### src/rtl/adc_scan_sched.sv
// Shared-ADC sequencer: periodic masked round-robin scan with one priority
// one-shot request slot, and a per-channel result register file.

module adc_scan_slot (
  input  logic        clk,
  input  logic        reset,
  input  logic        we,
  input  logic [11:0] wdata,
  input  logic        clr,
  output logic [11:0] result,
  output logic        fresh
);
  logic [11:0] result_q, result_d;
  logic        fresh_q, fresh_d;

  always_comb begin
    result_d = we ? wdata : result_q;
    // a store landing on the same edge as a clear keeps the flag set
    fresh_d  = we ? 1'b1 : (clr ? 1'b0 : fresh_q);
  end

  always_ff @(posedge clk or posedge reset)
    if (reset) begin
      result_q <= '0;
      fresh_q  <= 1'b0;
    end else begin
      result_q <= result_d;
      fresh_q  <= fresh_d;
    end

  assign result = result_q;
  assign fresh  = fresh_q;
endmodule

module adc_scan_sched #(
  parameter int PERIOD  = 50000,
  parameter int TIMEOUT = 4095
) (
  input  logic        clk,
  input  logic        reset,
  input  logic        scan_en,
  input  logic [7:0]  chan_mask,
  input  logic        req,
  input  logic [2:0]  req_chan,
  output logic        req_ack,
  output logic [11:0] req_data,
  output logic [2:0]  adc_chan,
  output logic        adc_start,
  input  logic        adc_done,
  input  logic [11:0] adc_result,
  input  logic [2:0]  rd_sel,
  output logic [11:0] rd_data,
  input  logic        rd_clr,
  output logic [7:0]  new_data,
  output logic        scan_done,
  output logic        timeout_err
);
  localparam int NCH = 8;
  localparam int PW  = $clog2(PERIOD);
  localparam int TW  = $clog2(TIMEOUT + 1);

  typedef enum logic [1:0] {IDLE, ISSUE, WAIT, STORE} state_e;

  state_e           state_q, state_d;
  logic [PW-1:0]    per_cnt_q, per_cnt_d;
  logic [TW-1:0]    wait_cnt_q, wait_cnt_d;
  logic             pend_q, pend_d, active_q, active_d, is_req_q, is_req_d;
  logic [7:0]       mask_q, mask_d;
  logic [2:0]       cursor_q, cursor_d, chan_q, chan_d;
  logic             start_q, start_d, ack_q, ack_d, done_q, done_d, terr_q, terr_d;
  logic [11:0]      rdata_q, rdata_d;
  logic             wrap, pend_clr, st_we, timed_out;
  logic [2:0]       nxt_ch;
  logic [7:0]       hi_mask;
  logic [NCH-1:0][11:0] result;
  logic [NCH-1:0]   fresh;

  always_comb begin
    state_d    = state_q;
    per_cnt_d  = per_cnt_q;
    wait_cnt_d = wait_cnt_q;
    active_d   = active_q;
    is_req_d   = is_req_q;
    mask_d     = mask_q;
    cursor_d   = cursor_q;
    chan_d     = chan_q;
    start_d    = 1'b0;
    ack_d      = 1'b0;
    done_d     = 1'b0;
    terr_d     = terr_q;
    rdata_d    = rdata_q;
    wrap       = 1'b0;
    pend_clr   = 1'b0;
    st_we      = 1'b0;
    timed_out  = 1'b0;

    if (!scan_en) per_cnt_d = '0;
    else if (per_cnt_q == PW'(PERIOD - 1)) begin
      per_cnt_d = '0;
      wrap      = 1'b1;
    end else per_cnt_d = per_cnt_q + 1'b1;

    // lowest latched channel at or above the cursor
    nxt_ch = cursor_q;
    for (int i = NCH - 1; i >= 0; i--)
      if (mask_q[i] && (3'(i) >= cursor_q)) nxt_ch = 3'(i);
    hi_mask = mask_q & (8'hFE << chan_q);

    unique case (state_q)
      IDLE: begin
        if (req) begin
          chan_d   = req_chan;
          is_req_d = 1'b1;
          start_d  = 1'b1;
          state_d  = ISSUE;
        end else if (active_q) begin
          chan_d   = nxt_ch;
          is_req_d = 1'b0;
          start_d  = 1'b1;
          state_d  = ISSUE;
        end else if (pend_q) begin
          pend_clr = 1'b1;
          mask_d   = chan_mask;
          cursor_d = '0;
          active_d = |chan_mask;
          done_d   = ~|chan_mask;
        end
      end
      ISSUE: begin
        wait_cnt_d = '0;
        state_d    = WAIT;
      end
      WAIT: begin
        // results become visible in the STORE cycle, so commit on this edge
        if (adc_done || (wait_cnt_q == TW'(TIMEOUT - 1))) begin
          timed_out = !adc_done;
          state_d   = STORE;
          if (timed_out) terr_d = 1'b1;
          if (is_req_q) begin
            ack_d   = 1'b1;
            rdata_d = timed_out ? 12'hFFF : adc_result;
          end else begin
            st_we = !timed_out;
            if (hi_mask == '0) begin
              done_d   = 1'b1;
              active_d = 1'b0;
            end else cursor_d = chan_q + 3'd1;
          end
        end else wait_cnt_d = wait_cnt_q + 1'b1;
      end
      STORE: state_d = IDLE;
      default: state_d = IDLE;
    endcase

    pend_d = scan_en && (wrap || (pend_q && !pend_clr));
  end

  always_ff @(posedge clk or posedge reset)
    if (reset) begin
      state_q    <= IDLE;
      per_cnt_q  <= '0;
      wait_cnt_q <= '0;
      pend_q     <= 1'b0;
      active_q   <= 1'b0;
      is_req_q   <= 1'b0;
      mask_q     <= '0;
      cursor_q   <= '0;
      chan_q     <= '0;
      start_q    <= 1'b0;
      ack_q      <= 1'b0;
      done_q     <= 1'b0;
      terr_q     <= 1'b0;
      rdata_q    <= '0;
    end else begin
      state_q    <= state_d;
      per_cnt_q  <= per_cnt_d;
      wait_cnt_q <= wait_cnt_d;
      pend_q     <= pend_d;
      active_q   <= active_d;
      is_req_q   <= is_req_d;
      mask_q     <= mask_d;
      cursor_q   <= cursor_d;
      chan_q     <= chan_d;
      start_q    <= start_d;
      ack_q      <= ack_d;
      done_q     <= done_d;
      terr_q     <= terr_d;
      rdata_q    <= rdata_d;
    end

  for (genvar g = 0; g < NCH; g++) begin : g_slot
    adc_scan_slot u_slot (
      .clk   (clk),
      .reset (reset),
      .we    (st_we && (chan_q == 3'(g))),
      .wdata (adc_result),
      .clr   (rd_clr && (rd_sel == 3'(g))),
      .result(result[g]),
      .fresh (fresh[g])
    );
  end

  assign rd_data     = result[rd_sel];
  assign new_data    = fresh;
  assign req_ack     = ack_q;
  assign req_data    = rdata_q;
  assign adc_chan    = chan_q;
  assign adc_start   = start_q;
  assign scan_done   = done_q;
  assign timeout_err = terr_q;
endmodule

### config.mk
export PLATFORM = sky130hd
export DESIGN_NAME = adc_scan_sched
export DESIGN_NICKNAME = d
export VERILOG_FILES = /design/src/rtl/adc_scan_sched.sv
export SDC_FILE = /design/constraint.sdc
export NUM_CORES = 1
export LEC_CHECK = 0
export CAP_MARGIN = 40
export CORE_UTILIZATION = 30
export CTS_CLUSTER_SIZE = 25
export DETAILED_ROUTE_END_ITERATION = 10
export PLACE_DENSITY_LB_ADDON = 0.08
export SLEW_MARGIN = 20
export SYNTH_ARGS = -nofsm -noshare
export SYNTH_HDL_FRONTEND = slang
export SYNTH_SLANG_ARGS = --single-unit
export TNS_END_PERCENT = 1
### constraint.sdc
create_clock -name clk -period 5.9 [get_ports clk]
set_input_delay 1.18 -clock clk [delete_from_list [all_inputs] [get_ports clk]]
set_output_delay 1.18 -clock clk [all_outputs]
set_load 0.05 [all_outputs]
==> flow_metrics.tcl, run 1 <==
set metrics [dict create \
    syn_area_per_cell_um2 12.83 \
    synth_cell_types 49 \
    post_cts_buffers 0 \
    final_cell_mix "167 x sky130_fd_sc_hd__dfrtp_1, 113 x sky130_fd_sc_hd__mux2_2, 69 x sky130_fd_sc_hd__clkdlybuf4s50_1" \
    endpoint_kind "primary output" \
    final_weighted_congestion_in_routability_driven_placement 0.8058 \
    end_point_of_the_worst_hold_path "timeout_err" \
    post_synth_fa_ha_maj_area_fraction_pct 2.092 \
    ctsLongestPathBuffers 2 \
    synth_enable_flop_cells 0 \
    synth_seq_cells 167 \
    startpoint_type "primary input" \
    setup.worst_path.class "in -> out" \
    largest_cells_by_area_after_synthesis "sky130_fd_sc_hd__dfrtp_1 54%, sky130_fd_sc_hd__mux2_2 16%, sky130_fd_sc_hd__mux4_2 7.0%" \
    post_cts_resize_count 0 \
    post_synthesis_share_of_cell_area_spent_on_and_or_nand_and_nor_gates_pct 9.059 \
    detail_route.wl_per_cell_um 17.87 \
    timing.max_cap.violations 0 \
    clk-insertion-delay-late_ps 420 \
    finalPower_mw 4.171 \
    die_y_um 163 \
    cts_hold_repair.buffers 0 \
    crit_required_ps 4720 \
    initial_utilization_pct 30.70 \
    portion_of_total_power_attributed_to_sequential_cells_pct 40.7 \
    hold_class "reg -> reg" \
    finalCritPeriodShare_pct 78.07 \
    worst_hold_slack_ps 477.7 \
    timing.fmax_mhz 217.1 \
    grt_pass1_wl_um 29420 \
    skew_ps 11.24 \
    fin_crit_ps 4606 \
    first_global_vias 5237 \
    n_fill_cell 2433 \
    cell_count_after_synthesis 606 \
    cell_internal_pwr_mw 2.696 \
    number_of_drc_markers_in_iteration_0 231 \
    post-route-drc-count 0 \
    p_sw_mw 1.474 \
    launch_instance_of_the_worst_register_to_register_path "state_q[0]" \
    synth_sequential_area_ratio_pct 53.74 \
    critical_path_arrival_ps 3430 \
    synth_compound_gate_area_share_pct 6.677 \
    timing_max_transition_violations_final 0 \
    timing.final.setup_violations 0 \
    worst_hold_path.num_cells 1 \
    tightestPinTransition_ps 804.3 \
    portBuffers 70 \
    drive_above_1_share_pct 27.80 \
    totalWireLength_um 18180 \
    drt_pass1_iterations 5 \
    timing.hold.worst.start "timeout_err" \
    antenna_violations_before_repair 0 \
    yosys-mux-area-fraction_pct 23.70 \
    synth.largest_area_cell "sky130_fd_sc_hd__dfrtp_1" \
    num_vias 4982 \
    comb_power_share_pct 33.5 \
    grt_max_degree 94 \
    most_frequent_standard_cell_in_the_layout_excluding_fill_and_tap_cells "sky130_fd_sc_hd__dfrtp_1" \
    grt.overflow.total 0 \
    area_share_of_xor_xnor_cells_in_the_synthesized_design_pct 1.802 \
    coreArea_um2 25330 \
    synthesis.nets 651 \
    tritoncts.num_buffers 17 \
    clockRootBuffer "sky130_fd_sc_hd__clkbuf_16" \
    cellLeakagePower_nw 4.318 \
    netSwitchingFraction_pct 35.35 \
    tritoncts "done" \
    synthFlopType "sky130_fd_sc_hd__dfrtp_1" \
    clockPowerShare_pct 25.8 \
    post_dr_vias_cell 4.899 \
    design.die.area_um2 26570 \
    syn_to_final_growth_pct 21.75 \
    setup_repair_after_global_routing_missed_its_margin "no" \
    final_net_count 719 \
    reg2reg_to "g_slot[1].u_slot.result[6]" \
    outcome "complete, no violations" \
    dp.final_hpwl_um 12430 \
    n_antenna_cell 0 \
    register_to_register_path_setup_slack_ps 3360 \
    synth_largest_type_area_fraction_pct 53.74 \
    synth.cell_area_um2 7776 \
    pwr_density_cell_nw_per_um2 440.5 \
    worst-path-max-fanout 26 \
    io_pins 71 \
    die_width_um 163 \
    number_of_cells_on_the_worst_reg_to_reg_path 6 \
    grtUsageTotal_pct 14.66 \
    cts.sink_count 167 \
    max_slew_margin_pct 46.23 \
    final.setup.tns_ps 0 \
    cts-htree-levels 4 \
    synthesis.yosys.warnings 0 \
    postRouteAntennaNets 0 \
    report.final.hold_viol_count 0 \
    worst_vdd_drop_v 0.0002366 \
    synth_top_family_by_area "multiplexers" \
    async_reset_ff_share_pct 100.0 \
    placementRows 58 \
    clkSlewWorstSetupHoldPaths_ps 60 \
]
-- sequential cells by signal, indices dropped and copies added (netlist names), 2 cells and up --
register and flops:
req_data 12, per_cnt_q 16, state_q 2, adc_chan 3
wait_cnt_q 12, mask_q 8, cursor_q 3, g_slot.u_slot.result 96
g_slot.u_slot.fresh 8
-- metal layers --
layer  GRT usage (%)  vias up  wire length, um
met5               0        -                0
met3           3.285        9              575
li1                -     2344                -
met2           23.75       88             8726
met1           19.72     2541             8724
met4           3.781        0              150
-- kinds of logic after synthesis --
group,Yosys count
compound gates,71
flops,167
mux,140
xor+xnor,16
buf+inv,48
simple gates,151
fa+ha+maj,13
-- synth_stat cells, types with 11 or more instances --
cell                       count
sky130_fd_sc_hd__dfrtp_1     167
sky130_fd_sc_hd__mux2_2      113
sky130_fd_sc_hd__nand2_1      53
sky130_fd_sc_hd__nor2_1       37
sky130_fd_sc_hd__mux4_2       24
sky130_fd_sc_hd__o21ai_0      23
sky130_fd_sc_hd__nand3_1      21
sky130_fd_sc_hd__nor3_1       14
sky130_fd_sc_hd__clkbuf_1     13
sky130_fd_sc_hd__ha_1         13
sky130_fd_sc_hd__inv_1        13
sky130_fd_sc_hd__o22a_1       13
sky130_fd_sc_hd__buf_2        11
-- power groups by stage --
stage | clock network (mW) | registers (mW) | logic [mW]
final | 1.08 | 1.70 | 1.40
after global routing | 1.16 | 1.74 | 1.51
after CTS | 1.12 | 1.70 | 1.42
after detailed placement | 0 | 1.72 | 1.41
after global placement | 0 | 1.71 | 1.37
after floorplan | 0 | 1.82 | 0.878
-- worst max path at each step --
stage                 endpoint  cells after the start  startpoint
global route        rd_data[0]                      5   rd_sel[0]
global placement    rd_data[0]                      3   rd_sel[2]
finish              rd_data[0]                      5   rd_sel[0]
detailed placement  rd_data[0]                      5   rd_sel[0]
floorplan             active_q                      1       reset
CTS                 rd_data[0]                      5   rd_sel[0]
-- final cells by class --
type	count	area, um2	share of cell area (%)
Sequential cell	167	4179	44.14
Inverter	13	53.80	0.5683
Multi-Input combinational cell	391	3369	35.59
Clock inverter	15	142.6	1.507
Timing Repair Buffer	84	884.6	9.343
Tap cell	330	412.9	4.361
Clock buffer	17	425.4	4.493
-- stage by stage --
stage	area (um2)	cells	utilization, %	worst slack [ps]
final	9468	1017	37.38	1294
after global routing	9468	1017	37.38	1220
after CTS	9440	1016	37.27	1274
after detailed placement	8872	984	35.03	1290
after global placement	8741	975	34.51	1220
after floorplan	7776	606	-	201.6
-- worst max-delay path: stages --
cell	delay, ps
sky130_fd_sc_hd__clkdlybuf4s50_1	460
sky130_fd_sc_hd__buf_4	370
sky130_fd_sc_hd__mux4_2	380
sky130_fd_sc_hd__mux2_2	300
sky130_fd_sc_hd__clkdlybuf4s50_1	720
No activity file was read; power rests on OpenSTA's default activity.
==> inputs of run 2 (changes only) <==
==> constraint.sdc (replaced) <==
create_clock -name clk -period 4.7 [get_ports clk]
set_input_delay 0.94 -clock clk [delete_from_list [all_inputs] [get_ports clk]]
set_output_delay 0.94 -clock clk [all_outputs]
set_load 0.05 [all_outputs]
==> flow_metrics.tcl, run 2 (synthesis results as in run 1) <==
set metrics [dict create \
    design.die.area_um2 26570 \
    p_sw_mw 1.851 \
    final_net_count 719 \
    dp.final_hpwl_um 12210 \
    skew_ps 11.16 \
    comb_power_share_pct 33.3 \
    final_weighted_congestion_in_routability_driven_placement 0.8029 \
    cellLeakagePower_nw 4.326 \
    pwr_density_cell_nw_per_um2 553.6 \
    setup.worst_path.class "in -> out" \
    tritoncts.num_buffers 17 \
    hold_class "reg -> reg" \
    postLayoutCoreUtil_pct 37.25 \
    startpoint_type "primary input" \
    die_width_um 163 \
    grt_max_degree 168 \
    most_frequent_standard_cell_in_the_layout_excluding_fill_and_tap_cells "sky130_fd_sc_hd__dfrtp_1" \
    timing.max_cap.violations 0 \
    endpoint_kind "primary output" \
    worst_slack_ps 974.6 \
    finalCritPeriodShare_pct 79.26 \
    grt_pass1_wl_um 29370 \
    initial_utilization_pct 30.70 \
    outcome "complete, no violations" \
    final_cell_mix "167 x sky130_fd_sc_hd__dfrtp_1, 113 x sky130_fd_sc_hd__mux2_2, 58 x sky130_fd_sc_hd__clkdlybuf4s50_1" \
    worst_vdd_drop_v 0.0002696 \
    tightestPinTransition_ps 918.0 \
    final_cells 1017 \
    timing.final.setup_violations 0 \
    syn_to_final_growth_pct 21.32 \
    num_vias 4957 \
    drt_pass1_iterations 4 \
    n_fill_cell 2420 \
    portion_of_total_power_attributed_to_sequential_cells_pct 40.7 \
    totalWireLength_um 18050 \
    io_pins 71 \
    post_dr_vias_cell 4.874 \
    largest_register_ff_count 96 \
    cts_hold_repair.buffers 0 \
    number_of_drc_markers_in_iteration_0 266 \
    netSwitchingFraction_pct 35.44 \
    post_cts_resize_count 0 \
    setup_repair_after_global_routing_missed_its_margin "no" \
    cts-htree-levels 4 \
    post-route-drc-count 0 \
    clk-insertion-delay-late_ps 430 \
    fin_crit_ps 3725 \
    ctsLongestPathBuffers 2 \
    grt.overflow.total 0 \
    max_slew_margin_pct 38.80 \
    cts.sink_count 167 \
    detail_route.wl_per_cell_um 17.75 \
    portBuffers 70 \
    worst-path-max-fanout 4 \
    timing_max_transition_violations_final 0 \
    antenna_violations_before_repair 0 \
    timing.fmax_mhz 268.4 \
    cell_internal_pwr_mw 3.372 \
    number_of_cells_on_the_worst_reg_to_reg_path 7 \
    clkSlewWorstSetupHoldPaths_ps 70 \
    clockRootBuffer "sky130_fd_sc_hd__clkbuf_16" \
    post-place-cells 983 \
    pre_cts_ws_ps 966.0 \
    n_antenna_cell 0 \
    die_y_um 163 \
    placementRows 58 \
    postRouteAntennaNets 0 \
    coreArea_um2 25330 \
    first_global_vias 5173 \
    drive_above_1_share_pct 29.26 \
    critical_path_arrival_ps 2790 \
    tritoncts "done" \
    report.final.hold_viol_count 0 \
    crit_required_ps 3760 \
    post_cts_buffers 0 \
    worst_hold_path.num_cells 1 \
    clockPowerShare_pct 26.0 \
    grtUsageTotal_pct 14.57 \
    final.setup.tns_ps 0 \
]
run 2: cell count changes in the layout (fill, tap and decap cells not counted), moves of 2 or more:
cell	change
sky130_fd_sc_hd__buf_4	+11
sky130_fd_sc_hd__clkdlybuf4s50_1	-11
sky130_fd_sc_hd__clkinv_2	-2
sky130_fd_sc_hd__clkinvlp_4	+2
run 2: through the flow:
step / hold slack [ps] / power [mW] / cell area (um2)
after floorplan: 454.7 / 3.389 / 7780
after global placement: 462.8 / 3.860 / 8732
after detailed placement: 445.4 / 3.912 / 8837
after CTS: 474.5 / 5.298 / 9404
after global routing: 492.6 / 5.534 / 9434
final: 472.9 / 5.223 / 9434
run 2: cell type report:
class | count | area [um2] | area share [%]
inverters | 13 | 52.55 | 0.5570
multi-input cells | 391 | 3369 | 35.72
clock buffers | 18 | 429.2 | 4.549
clock inverters | 14 | 137.6 | 1.459
flip-flops and latches | 167 | 4179 | 44.30
repair buffers | 84 | 853.3 | 9.045
well taps | 330 | 412.9 | 4.377
run 2: path summary, 6_finish.rpt:
path	from	to	slack, ps
max in group asynchronous	reset	per_cnt_q[5]	2900
min reg2reg	timeout_err	timeout_err	470
max	rd_sel[0]	rd_data[6]	970
min in group asynchronous	reset	g_slot[4].u_slot.result[7]	1120
max reg2reg	state_q[0]	g_slot[2].u_slot.result[1]	2290
min	timeout_err	timeout_err	470
run 2: worst max-delay path, cell delays in order:
cell and delay (ps):
sky130_fd_sc_hd__clkdlybuf4s50_1 550, sky130_fd_sc_hd__mux4_2 330, sky130_fd_sc_hd__mux2_2 270, sky130_fd_sc_hd__clkdlybuf4s50_1 700
run 2: layer usage:
| metal | GRT usage [%] | up-vias | share of wire, % |
|---|---|---|---|
| met2 | 22.79 | 98 | 47 |
| met1 | 20.49 | 2518 | 49 |
| li1 | - | 2330 | - |
| met4 | 3.441 | 0 | 0.71 |
| met5 | 0 | - | 0 |
| met3 | 3.158 | 11 | 3.4 |
run 2: power groups by stage:
stage / combinational [mW] / clock, mW / sequential (mW)
after floorplan: 1.10 / 0 / 2.29
after global placement: 1.72 / 0 / 2.14
after detailed placement: 1.76 / 0 / 2.15
after CTS: 1.76 / 1.41 / 2.13
after global routing: 1.88 / 1.47 / 2.18
final: 1.74 / 1.36 / 2.12
==> inputs of run 3 (changes only) <==
==> constraint.sdc (replaced) <==
create_clock -name clk -period 3.43 [get_ports clk]
set_input_delay 0.686 -clock clk [delete_from_list [all_inputs] [get_ports clk]]
set_output_delay 0.686 -clock clk [all_outputs]
set_load 0.05 [all_outputs]
==> flow_metrics.tcl, run 3 (synthesis results as in run 1) <==
set metrics [dict create \
    first_global_vias 5437 \
    placedInstanceArea_um2 8905 \
    postRouteAntennaNets 0 \
    portion_of_total_power_attributed_to_sequential_cells_pct 40.3 \
    endpoint_kind "primary output" \
    max_slew_margin_pct 64.05 \
    cts-htree-levels 4 \
    initial_utilization_pct 30.70 \
    clockRootBuffer "sky130_fd_sc_hd__clkbuf_16" \
    grt_pass1_wl_um 29870 \
    antenna_violations_before_repair 0 \
    n_fill_cell 2391 \
    clockPowerShare_pct 26.4 \
    largest_register_ff_count 96 \
    post_cts_buffers 0 \
    timing.fmax_mhz 340.9 \
    io_pins 71 \
    hold_class "reg -> reg" \
    finalCritPeriodShare_pct 85.53 \
    die_width_um 163 \
    critical_path_arrival_ps 2250 \
    cell_internal_pwr_mw 4.712 \
    multi_input_gate_area_in_the_final_layout_um2 3369 \
    n_antenna_cell 0 \
    fin_crit_ps 2934 \
    placementRows 58 \
    p_sw_mw 2.522 \
    final_cell_mix "167 x sky130_fd_sc_hd__dfrtp_1, 113 x sky130_fd_sc_hd__mux2_2, 57 x sky130_fd_sc_hd__clkdlybuf4s50_1" \
    crit_required_ps 2740 \
    drive_above_1_share_pct 30.06 \
    totalWireLength_um 18310 \
    dp.final_hpwl_um 12120 \
    clk-insertion-delay-late_ps 420 \
    final-seq-area_um2 4179 \
    timing.final.setup_violations 0 \
    post-route-drc-count 0 \
    worst-path-max-fanout 26 \
    cellLeakagePower_nw 4.363 \
    grt.overflow.total 0 \
    timing_max_transition_violations_final 0 \
    design.die.area_um2 26570 \
    tritoncts.num_buffers 17 \
    cts.sink_count 167 \
    grt_max_degree 44 \
    tightestPinTransition_ps 539.3 \
    setup_repair_after_global_routing_missed_its_margin "no" \
    drt_pass1_iterations 4 \
    detail_route.wl_per_cell_um 17.92 \
    syn_to_final_growth_pct 22.06 \
    timing.max_cap.violations 0 \
    pwr_density_cell_nw_per_um2 762.1 \
    design_area_um2 9492 \
    skew_ps 8.477 \
    worst_vdd_drop_v 0.0004046 \
    coreArea_um2 25330 \
    comb_power_share_pct 33.3 \
    tritoncts "done" \
    ctsLongestPathBuffers 2 \
    final_net_count 725 \
    most_frequent_standard_cell_in_the_layout_excluding_fill_and_tap_cells "sky130_fd_sc_hd__dfrtp_1" \
    num_vias 5011 \
    number_of_drc_markers_in_iteration_0 258 \
    clkSlewWorstSetupHoldPaths_ps 70 \
    cts_hold_repair.buffers 0 \
    setup.worst_path.class "in -> out" \
    postLayoutCoreUtil_pct 37.48 \
    startpoint_type "primary input" \
    final_weighted_congestion_in_routability_driven_placement 0.7979 \
    portBuffers 70 \
    outcome "complete, no violations" \
    die_y_um 163 \
    post_cts_resize_count 0 \
    post_dr_vias_cell 4.903 \
    grtUsageTotal_pct 14.86 \
    register_to_register_path_setup_slack_ps 1180 \
    netSwitchingFraction_pct 34.87 \
    report.final.hold_viol_count 0 \
    final.setup.tns_ps 0 \
]
## run 3: cell types whose count changed in the layout (fill, tap and decap cells not counted), sizes merged
cell,previous run,this run
clkinv,4,7
buf,26,33
clkdlybuf4s50,58,57
bufinv,1,2
clkinvlp,3,2
inv,19,15
## run 3: critical path: stages
cell and delay [ps]:
sky130_fd_sc_hd__clkdlybuf4s50_1 510, sky130_fd_sc_hd__buf_12 220, sky130_fd_sc_hd__mux4_2 320, sky130_fd_sc_hd__mux2_2 310, sky130_fd_sc_hd__buf_4 200
## run 3: power groups by stage
stage	registers, mW	logic (mW)	clock network, mW
after detailed placement	2.95	2.43	0
after floorplan	3.13	1.51	0
after global routing	2.99	2.60	2.06
after CTS	2.92	2.44	1.98
after global placement	2.95	2.38	0
final	2.92	2.41	1.91
## run 3: stage by stage
stage | cells | hold WS [ps] | power [mW] | worst slack [ps]
final | 1022 | 487.5 | 7.234 | 496.4
after global routing | 1022 | 512.2 | 7.653 | 463.7
after CTS | 1022 | 492.3 | 7.336 | 495.3
after detailed placement | 991 | 478.7 | 5.381 | 500.0
after global placement | 990 | 454.4 | 5.330 | 514.9
after floorplan | 606 | 454.7 | 4.643 | 617.2
## run 3: layout make-up
class	instances	area share, %
clock buffer	18	4.627
clock inverter	13	1.556
inverter	13	0.5537
multi-input combinational	391	35.50
sequential	167	44.03
tap	330	4.350
timing repair buffer	90	9.386
## run 3: worst paths after layout
| check | to | depth (start not counted) | startpoint |
|---|---|---|---|
| max reg2reg | g_slot[2].u_slot.result[10] | 8 | state_q[0] |
| min in group asynchronous | g_slot[5].u_slot.fresh | 2 | reset |
| max | rd_data[4] | 5 | rd_sel[0] |
| max in group asynchronous | timeout_err | 4 | reset |
| min | per_cnt_q[0] | 1 | per_cnt_q[0] |
| min reg2reg | per_cnt_q[0] | 1 | per_cnt_q[0] |
## run 3: routing by layer
layer,GRT usage (%),up-vias,routed length (um)
li1,-,2333,-
met1,19.20,2563,8500
met2,24.80,98,8943
met3,3.132,17,621
met4,4.630,0,249
met5,0,-,0
